--- config.mk ---
export PLATFORM = sky130hd
export DESIGN_NAME = ber_checker_prbs
export DESIGN_NICKNAME = d
export VERILOG_FILES = /design/src/rtl/ber_checker_prbs_pkg.sv /design/src/rtl/ber_checker_prbs_ref_delay_line.sv /design/src/rtl/ber_checker_prbs.sv
export SDC_FILE = /design/constraint.sdc
export NUM_CORES = 1
export LEC_CHECK = 0
export ABC_AREA = 1
export BUFFER_PORTS_ARGS = -buffer_cell sky130_fd_sc_hd__buf_2
export CORE_ASPECT_RATIO = 2
export CORE_MARGIN = 2
export CORE_UTILIZATION = 35
export DETAILED_ROUTE_END_ITERATION = 7
export SYNTH_ARGS = -nofsm -noshare
export SYNTH_HDL_FRONTEND = slang
export SYNTH_SLANG_ARGS = --single-unit
export TNS_END_PERCENT = 20
--- constraint.sdc ---
create_clock -name clk -period 5.4 [get_ports clk]
set_input_delay 1.08 -clock clk [delete_from_list [all_inputs] [get_ports clk]]
set_output_delay 1.08 -clock clk [all_outputs]
set_load 0.02 [all_outputs]
--- src/rtl/ber_checker_prbs_pkg.sv ---
// rtl/ber_checker_prbs_pkg.sv - shared PRBS9 constants and checker state encoding
package ber_checker_prbs_pkg;

    typedef enum logic {
        ST_SEARCH = 1'b0,
        ST_LOCKED = 1'b1
    } state_t;

    localparam int         PRBS9_PERIOD = 511;
    // x^9 + x^5 + 1, same taps as the TX generator
    localparam logic [8:0] PRBS9_POLY   = 9'h110;

    function automatic logic [8:0] prbs9_next(input logic [8:0] state);
        return {state[7:0], ^(state & PRBS9_POLY)};
    endfunction

endpackage

--- src/rtl/ber_checker_prbs_ref_delay_line.sv ---
// rtl/ber_checker_prbs_ref_delay_line.sv - reference bit delay line with selectable tap
module ref_delay_line #(
    parameter int NB_LAT = 9
) (
    input  logic              clk,
    input  logic              i_reset,
    input  logic              i_enable,
    input  logic              i_bit,
    input  logic [NB_LAT-1:0] i_sel,
    output logic              o_bit
);

    localparam int DEPTH = 2**NB_LAT;

    logic [DEPTH-1:1] taps;
    logic [DEPTH-1:0] all_taps;

    always_ff @(posedge clk or negedge i_reset) begin
        if (!i_reset) begin
            taps <= '0;
        end else if (i_enable) begin
            taps <= {taps[DEPTH-2:1], i_bit};
        end
    end

    // Tap 0 bypasses the register so a zero-latency channel can be matched.
    assign all_taps = {taps, i_bit};
    assign o_bit    = all_taps[i_sel];

endmodule

--- src/rtl/ber_checker_prbs.sv ---
// rtl/ber_checker_prbs.sv - PRBS bit-error-rate checker with exhaustive latency search
module ber_checker_prbs
    import ber_checker_prbs_pkg::*;
#(
    parameter int NB_LAT   = 9,
    parameter int WINDOW   = PRBS9_PERIOD,
    parameter int LOCK_THR = 8,
    parameter int NB_CNT   = 32
) (
    input  logic              clk,
    input  logic              i_reset,
    input  logic              i_enable,
    input  logic              i_clear,
    input  logic              i_ref_bit,
    input  logic              i_rx_bit,
    output logic              o_locked,
    output logic              o_searching,
    output logic [NB_LAT-1:0] o_latency,
    output logic [NB_CNT-1:0] o_bit_count,
    output logic [NB_CNT-1:0] o_err_count
);

    localparam int                NB_WIN   = $clog2(WINDOW + 1);
    localparam logic [NB_WIN-1:0] WIN_LAST = NB_WIN'(WINDOW - 1);
    localparam logic [NB_WIN-1:0] THR      = NB_WIN'(LOCK_THR);

    state_t              state, state_n;
    logic [NB_LAT-1:0]   cand, cand_n;
    logic [NB_WIN-1:0]   win_cnt, win_cnt_n;
    logic [NB_WIN-1:0]   err_acc, err_acc_n;
    logic [NB_WIN-1:0]   best_err, best_err_n;
    logic [NB_LAT-1:0]   best_lat, best_lat_n;
    logic [NB_LAT-1:0]   latency_n;
    logic [NB_CNT-1:0]   bit_count_n, err_count_n;
    logic                searching_n;
    logic [NB_LAT-1:0]   tap_sel;
    logic                tap_bit;
    logic                err_term;
    logic [NB_WIN-1:0]   err_total;

    assign tap_sel = (state == ST_LOCKED) ? o_latency : cand;

    ref_delay_line #(
        .NB_LAT (NB_LAT)
    ) u_ref_delay_line (
        .clk      (clk),
        .i_reset  (i_reset),
        .i_enable (i_enable),
        .i_bit    (i_ref_bit),
        .i_sel    (tap_sel),
        .o_bit    (tap_bit)
    );

    assign err_term  = tap_bit ^ i_rx_bit;
    assign err_total = err_acc + NB_WIN'(err_term);
    assign o_locked  = (state == ST_LOCKED);

    always_ff @(posedge clk or negedge i_reset) begin
        if (!i_reset) begin
            state       <= ST_SEARCH;
            cand        <= '0;
            win_cnt     <= '0;
            err_acc     <= '0;
            best_err    <= '1;
            best_lat    <= '0;
            o_latency   <= '0;
            o_bit_count <= '0;
            o_err_count <= '0;
            o_searching <= 1'b0;
        end else begin
            state       <= state_n;
            cand        <= cand_n;
            win_cnt     <= win_cnt_n;
            err_acc     <= err_acc_n;
            best_err    <= best_err_n;
            best_lat    <= best_lat_n;
            o_latency   <= latency_n;
            o_bit_count <= bit_count_n;
            o_err_count <= err_count_n;
            o_searching <= searching_n;
        end
    end

    always_comb begin
        state_n     = state;
        cand_n      = cand;
        win_cnt_n   = win_cnt;
        err_acc_n   = err_acc;
        best_err_n  = best_err;
        best_lat_n  = best_lat;
        latency_n   = o_latency;
        bit_count_n = o_bit_count;
        err_count_n = o_err_count;
        searching_n = o_searching;

        if (i_clear) begin
            state_n     = ST_SEARCH;
            cand_n      = '0;
            win_cnt_n   = '0;
            err_acc_n   = '0;
            best_err_n  = '1;
            best_lat_n  = '0;
            latency_n   = '0;
            bit_count_n = '0;
            err_count_n = '0;
        end else if (i_enable) begin
            case (state)
                ST_SEARCH: begin
                    win_cnt_n = win_cnt + NB_WIN'(1);
                    err_acc_n = err_total;
                    if (win_cnt == WIN_LAST) begin
                        win_cnt_n = '0;
                        err_acc_n = '0;
                        cand_n    = cand + NB_LAT'(1);
                        // Strictly-fewer keeps the lowest latency on ties.
                        if (err_total <= THR && err_total < best_err) begin
                            best_err_n = err_total;
                            best_lat_n = cand;
                        end
                        if (&cand) begin
                            if (best_err_n <= THR) begin
                                state_n   = ST_LOCKED;
                                latency_n = best_lat_n;
                            end else begin
                                best_err_n = '1;
                            end
                        end
                    end
                end
                ST_LOCKED: begin
                    // Both counters freeze together so the ratio stays meaningful.
                    if (!(&o_bit_count)) begin
                        bit_count_n = o_bit_count + NB_CNT'(1);
                        err_count_n = o_err_count + NB_CNT'(err_term);
                    end
                end
                default: state_n = ST_SEARCH;
            endcase
        end

        if (i_clear || i_enable) begin
            searching_n = (state_n == ST_SEARCH);
        end
    end

endmodule
* After elaboration in Yosys (flattened, before gate mapping) *
Index checks and enable logic that the tools add are counted.
Widths: inputs -> output; s select.

storage, ports and cells
  bits in registers = 631
  bits of input ports = 6
  output and inout bits = 75
  logic and storage cells = 89

cells by class
  add/sub/neg operators = 5
  magnitude comparators = 4
  equal/unequal tests = 3
  mux-type cells = 51
  bitwise operators = 2
  reduce and logical (&&, ||, !) cells = 13

operators with widths
  kind                   number
  $mux 9                 35
  $mux 32                8
  $add 32x1->32          1
  $add 32x1->32 const B  1
  $reduce_and 32->1      1
  $add 9x1->9 const B    2
  $le 9x4->1 const B     2
  $lt 9x10->1 const B    1
  $reduce_bool 2->1      5
  $add 9x1->9            1
  $bmux 1 s9             1
  $eq 9x9->1 const B     1
  $lt 9x9->1             1
  $reduce_and 9->1       1
  $mux 1                 7
  $reduce_and 3->1       2
  $reduce_and 5->1       1
  $ne 2x2->1 const B     2
  $reduce_and 2->1       1
  $logic_and 1x1->1      1
  $logic_or 1x1->1       1
  $not 1->1              1
  $xor 1x1->1            1

* Depth between registers and ports, before layout *
  word-level depth = 20
  mapped depth = 44
  gate-level depth less buffers = 41

* By module *
Synthesis repeated with hierarchy kept, for this count alone.

second synthesis, totals
  cell total of the unflattened synthesis = 3905
  area total of the unflattened synthesis = 30755.7 µm²

modules (own cells, without submodules)
  module            times used  cells each  area each (µm²)  sequential area each (µm²)
  ref_delay_line    1           2998        23751.5          12787.3
  ber_checker_prbs  1           907         7004.2           3014.1

* Worst setup path before layout *
OpenSTA, ideal clock, no wires.

  path kind = register to register
  from = register state (netlist: o_locked)
  to = register o_latency[2]
  library setup time = 0.118 ns
  arrival time = 4.383 ns
  data required time = 5.282 ns
  path slack = 0.899 ns
  stages on the path, launching flop included = 39
  path buffers = 4
  period minus slack after synthesis = 4.501 ns
  path through = dfrtp_1 > buf_4 > o21ai_1 > clkbuf_1 > clkbuf_1 > o211ai_1 > nand3_1 > nand3_1 > nand3_1 > nand3_1 > nand3_1 > nand3_1 > nand3_1 > nand2_1 > nand2_1 > nand2_1 > ha_1 > ha_1 > [... 3 more ...] > ha_1 > nand2_1 > inv_1 > nand2_1 > nor2_1 > nor2_1 > nand2_1 > nand2_1 > nand2_1 > nand2_2 > nand2_4 > buf_8 > o41ai_2 > nand2_4 > clkinv_4 > nand4_4 > nand3_1 > nand2_1

between the ends
  cells in the longest elaborated chain, start to end = 15
  elaborated cells on any way between the ends = 24
  classes of those cells = 1 x add/sub; 3 x order compare; 1 x eq/ne; 15 x mux; 1 x bitwise; 3 x reduce/logical

RTL lines
  what                                      line                                   RTL
  start: declaration                        ber_checker_prbs.sv:27                 state_t state, state_n;
  start signal: assignment                  ber_checker_prbs.sv:71                 state <= state_n;
  $mux 9                                    ber_checker_prbs.sv:41                 assign tap_sel = (state == ST_LOCKED) ? o_latency : cand;
  $bmux 1 s9                                ber_checker_prbs_ref_delay_line.sv:28  assign o_bit = all_taps[i_sel];
  $mux 1 (not written as such)              ber_checker_prbs_ref_delay_line.sv:28
  $xor 1x1->1                               ber_checker_prbs.sv:54                 assign err_term = tap_bit ^ i_rx_bit;
  $add 9x1->9                               ber_checker_prbs.sv:55                 assign err_total = err_acc + NB_WIN'(err_term);
  $le 9x4->1 or $lt 9x9->1 (tied branches)  ber_checker_prbs.sv:116                if (err_total <= THR && err_total < best_err) begin
  $logic_and 1x1->1                         ber_checker_prbs.sv:116
  $mux 9                                    ber_checker_prbs.sv:116
  $mux 9                                    ber_checker_prbs.sv:111                if (win_cnt == WIN_LAST) begin
  $mux 9                                    ber_checker_prbs.sv:107                case (state)
  $mux 9                                    ber_checker_prbs.sv:106                end else if (i_enable) begin
  $mux 9                                    ber_checker_prbs.sv:96                 if (i_clear) begin
  $le 9x4->1                                ber_checker_prbs.sv:121                if (best_err_n <= THR) begin
  $reduce_bool 2->1 (no line)               -
  $reduce_and 5->1 (no line)                -
  end signal: assignment                    ber_checker_prbs.sv:77                 o_latency <= latency_n;
  end: declaration                          ber_checker_prbs.sv:18                 output logic [NB_LAT-1:0] o_latency,

Parallel ways exist; a longest one is shown, timed or not. The select of a mux whose other input is x is not followed.
A chain may end at the register's enable or synchronous reset.

* Worst setup path in the final report *
Ends and elaborated chain as after synthesis.

==> flow_summary.rst <==
.. list-table::
   :header-rows: 1

   * - Metric
     - Value
   * - Crit path kind
     - register to register
   * - Fin crit period
     - approximately 5000 ps
   * - Fraction of post-synthesis cell area in the top cell type by area
     - between 50% and 60%
   * - Number of placed instances with taps included
     - slightly below 5,000
   * - Wire length of the first global-routing pass
     - around 130,000 um
   * - Most heavily used metal layer in global routing
     - met2
   * - Layout-stage area growth over the synthesis result
     - 14.03%
   * - Core region area
     - 85,770 sq um
   * - Path type of the worst min-delay path
     - register to register
   * - Vias in the first global route
     - around 25,000
   * - WL per Instance
     - approximately 16 um
   * - ANT nets after route
     - 0
   * - Maximum clock rate
     - 0.1958 GHz
   * - Total of endpoints with negative setup slack in the final report
     - 0
   * - Post-detailed-route DRC marker count
     - 0
   * - Fraction of final layout cells sized beyond drive strength 1
     - around a tenth
   * - Insertion delay to the later sink of the worst-skew pair
     - ~620 ps
   * - Clock tree from TritonCTS
     - done
   * - Cell types with the largest area share after synthesis
     - sky130_fd_sc_hd__dfrtp_1 (51%), sky130_fd_sc_hd__nand2_1 (11%), sky130_fd_sc_hd__o21ai_0 (11%), sky130_fd_sc_hd__nand3_1 (5.4%), sky130_fd_sc_hd__inv_1 (4.7%)
   * - Met3 capacity usage during global routing
     - under 10%
   * - Net count after synthesis
     - 3,731
   * - Crit path capture type
     - register
   * - Starting density of the core
     - 35.31%
   * - Biggest area consumer among synthesized cells
     - sky130_fd_sc_hd__dfrtp_1
   * - Area after DPL
     - around 32,000 sq um
   * - Pleak
     - about 15 nW
   * - Overall global routing resource usage
     - 18.24%
   * - Termination of the worst setup path
     - o_latency[2]
   * - Largest fanout on the critical path
     - 18
   * - Setup slack on the worst flop-to-flop path
     - 290 ps
   * - Skew final
     - around 23 ps
   * - Synth unique cells
     - 54
   * - Cell occurring most often along the worst timing path
     - sky130_fd_sc_hd__nand3_1
   * - Finished Cell Area
     - between 30,000 and 40,000 sq um
   * - Share of synthesized flip-flops with an asynchronous set or reset
     - between 90% and 100%
   * - Required time of the critical path
     - around 5900 ps
   * - Number of vias per cell after detailed routing
     - 5.105
   * - Area of the die
     - a little under 90,000 sq um
   * - First-iteration detailed-routing DRC count
     - 1,780
   * - Nets
     - 3,741
   * - Total routed wirelength
     - between 80,000 and 90,000 um
   * - Endpoint of the lowest-slack register-to-register path
     - o_latency[2]
   * - Worst r2r src
     - o_locked
   * - Flip-flop and latch count after synthesis
     - approximately 630
   * - Vias
     - between 20,000 and 30,000
   * - Result of the run
     - finished, final reports clean
   * - Synth warn
     - 0
   * - Post-CTS clock slew at the launch and capture registers of the worst setup and hold paths
     - about 70 ps
   * - Clk root buf
     - sky130_fd_sc_hd__clkbuf_16
   * - Number of buffers inserted during clock tree synthesis
     - 55
   * - Antenna diode instance count
     - 0
   * - Slew at the pin closest to its max-slew limit
     - between 1000 and 1500 ps
   * - Maximum vdd drop
     - approximately 0.25 mV
   * - Final HPWL from detailed placement
     - 52,650 um
   * - Width of the die
     - 212.0 um
   * - Antenna violations before repair
     - 0
   * - Global Route met1 Usage
     - between 20% and 30%
   * - Number of buffers inserted by port buffering
     - 80
   * - Post-synthesis instance area
     - approximately 30,000 sq um
   * - Number of hold buffers added after cts
     - 0
   * - Top cell types by occurrence after synthesis
     - sky130_fd_sc_hd__nand2_1 (894), sky130_fd_sc_hd__o21ai_0 (659), sky130_fd_sc_hd__dfrtp_1 (622)
   * - Startpoint of the most critical hold path
     - best_lat[6]
   * - Number of standard cells in the layout, taps in and fillers out
     - between 4,000 and 5,000
   * - Die Y-Extent
     - approximately 420 um
   * - Number of levels in the clock H-tree
     - 2
   * - EDFF count, synth
     - 0
   * - Boundary pin count
     - 81
   * - Fraction of the cycle the final worst path needs
     - a little over nine tenths
   * - 1st-pass router iterations
     - 5
   * - Pwr dens
     - ~340 nW/um^2
   * - Max-capacitance violation count
     - 0
   * - Worst path max stage delay
     - 460 ps
   * - Met2 usage
     - between 30 and 40%
   * - Source of the critical timing path
     - o_locked
   * - Final number of max-transition violations
     - 0
   * - Filler Cells Inserted
     - 8,672
   * - RePlAce Congestion
     - around 0.88
   * - Final hold viol count
     - 0
   * - Maximum number of pins on one net before global-route repair
     - 251
   * - Most used DFF post-synth
     - sky130_fd_sc_hd__dfrtp_1
   * - Largest buffer count on any clock path
     - 3
   * - Most numerous cell in the Yosys netlist
     - sky130_fd_sc_hd__nand2_1
   * - Critical-path top delay cell
     - sky130_fd_sc_hd__dfrtp_2
   * - Startpoint type of the worst setup path
     - register
   * - Count of clock tree sinks
     - ~630
   * - Worst Reg-to-Reg Cells
     - 34
   * - Part of the Yosys area used for sequential elements
     - 52.17%
   * - Rel. slew slack
     - approximately 26%
   * - Worst EP arrival
     - 5610 ps
   * - Row count
     - roughly 150
   * - Post-synthesis average cell area
     - approximately 8.2 sq um
   * - Number of standard cells after synthesis
     - between 3,000 and 4,000
   * - Congestion Overflow GR
     - 0
[repair_timing]
item | in CTS | in global routing
endpoints found under the setup margin | 0 | 32
resized for setup | 0 | 24
setup buffers | 0 | 8
[worst max-delay path, delay by kind of cell, from the launching register on]
kind / cells / cell delay (ps)
buf+inv: 7 / 1170
compound gates: 3 / 330
flops: 1 / 460
simple gates: 20 / 2210
xor+xnor: 1 / 160
fa+ha+maj: 3 / 660
[power by group]
part	total (mW)	internal (mW)	leakage (nW)	switching, mW
registers	5.72	5.36	8.39	0.359
clock network	4.21	2.35	0.920	1.86
logic	1.65	0.564	5.59	1.08
[worst min path at each step]
stage / end / slack (ps) / cells past startpoint
finish: best_lat[6] / 470 / 1
global route: best_lat[5] / 480 / 1
CTS: best_lat[6] / 480 / 1
detailed placement: best_lat[6] / 460 / 1
global placement: best_lat[2] / 450 / 1
floorplan: best_lat[0] / 440 / 2
[through the flow]
step	power, mW	setup slack (ps)	hold slack (ps)	util, %	setup TNS [ps]
after floorplan	6.808	898.7	443.9	-	0
after CTS	11.66	157.3	475.5	39.94	0
after detailed placement	7.414	191.7	460.9	37.75	0
after global routing	12.20	-8.327	483.2	40.26	-8.327
after global placement	7.371	160.0	452.5	37.75	0
final	11.58	291.9	470.7	40.26	0
[flip-flops by register name, summed over array words and instances, names as in the netlist]
| signal | count |
|---|---|
| cand | 9 |
| best_err | 9 |
| win_cnt | 9 |
| err_acc | 9 |
| u_ref_delay_line.taps | 511 |
| o_latency | 9 |
| o_locked | 1 |
| o_searching | 1 |
| o_err_count | 32 |
| best_lat | 9 |
| o_bit_count | 32 |
[cells in the final DEF, fill, tap and decap left out, drive strengths merged, types with 2 or more instances in the layout]
cell type,count
nand2,904
o21ai,666
dfrtp,622
inv,383
nand3,326
buf,192
o211ai,145
a21oi,141
nor2,89
clkbuf,79
nor3,40
nand4,27
o31ai,18
ha,16
xor2,16
clkinv,16
nor4,15
xnor2,9
dfstp,9
bufinv,7
a211oi,7
a21o,6
nor3b,5
o22ai,5
clkinvlp,4
a31oi,3
o21a,3
a22oi,2
[cells by family (layout without fill, tap and decap cells)]
group,after synthesis,in the layout,synth area share (%)
adders and majority gates,16,16,0.6610
buffers and inverters,628,681,8.233
and+or+nand+nor,1408,1409,19.78
AOI/OAI and AO/OA,1001,1001,18.40
DFF,631,631,52.17
xor gates and xnor gates,25,25,0.7478
[per-layer routing]
metal / routed length [um] / vias up / share of wire, %
met3: 2512 / 136 / 3.1
met2: 43440 / 493 / 54
met4: 2616 / 0 / 3.2
met5: 0 / - / 0
met1: 31980 / 12150 / 40
li1: - / 12330 / -
[final cells by class]
| cell class | instances | area, sq um | share of cell area (%) |
|---|---|---|---|
| Clock buffer | 76 | 1556 | 4.507 |
| Clock inverter | 25 | 325.3 | 0.9420 |
| Inverter | 385 | 1460 | 4.228 |
| Multi-Input combinational cell | 2451 | 12090 | 35.02 |
| Sequential cell | 631 | 15800 | 45.76 |
| Tap cell | 1155 | 1445 | 4.185 |
| Timing Repair Buffer | 195 | 1852 | 5.362 |
(Power assumes the default switching activity.)
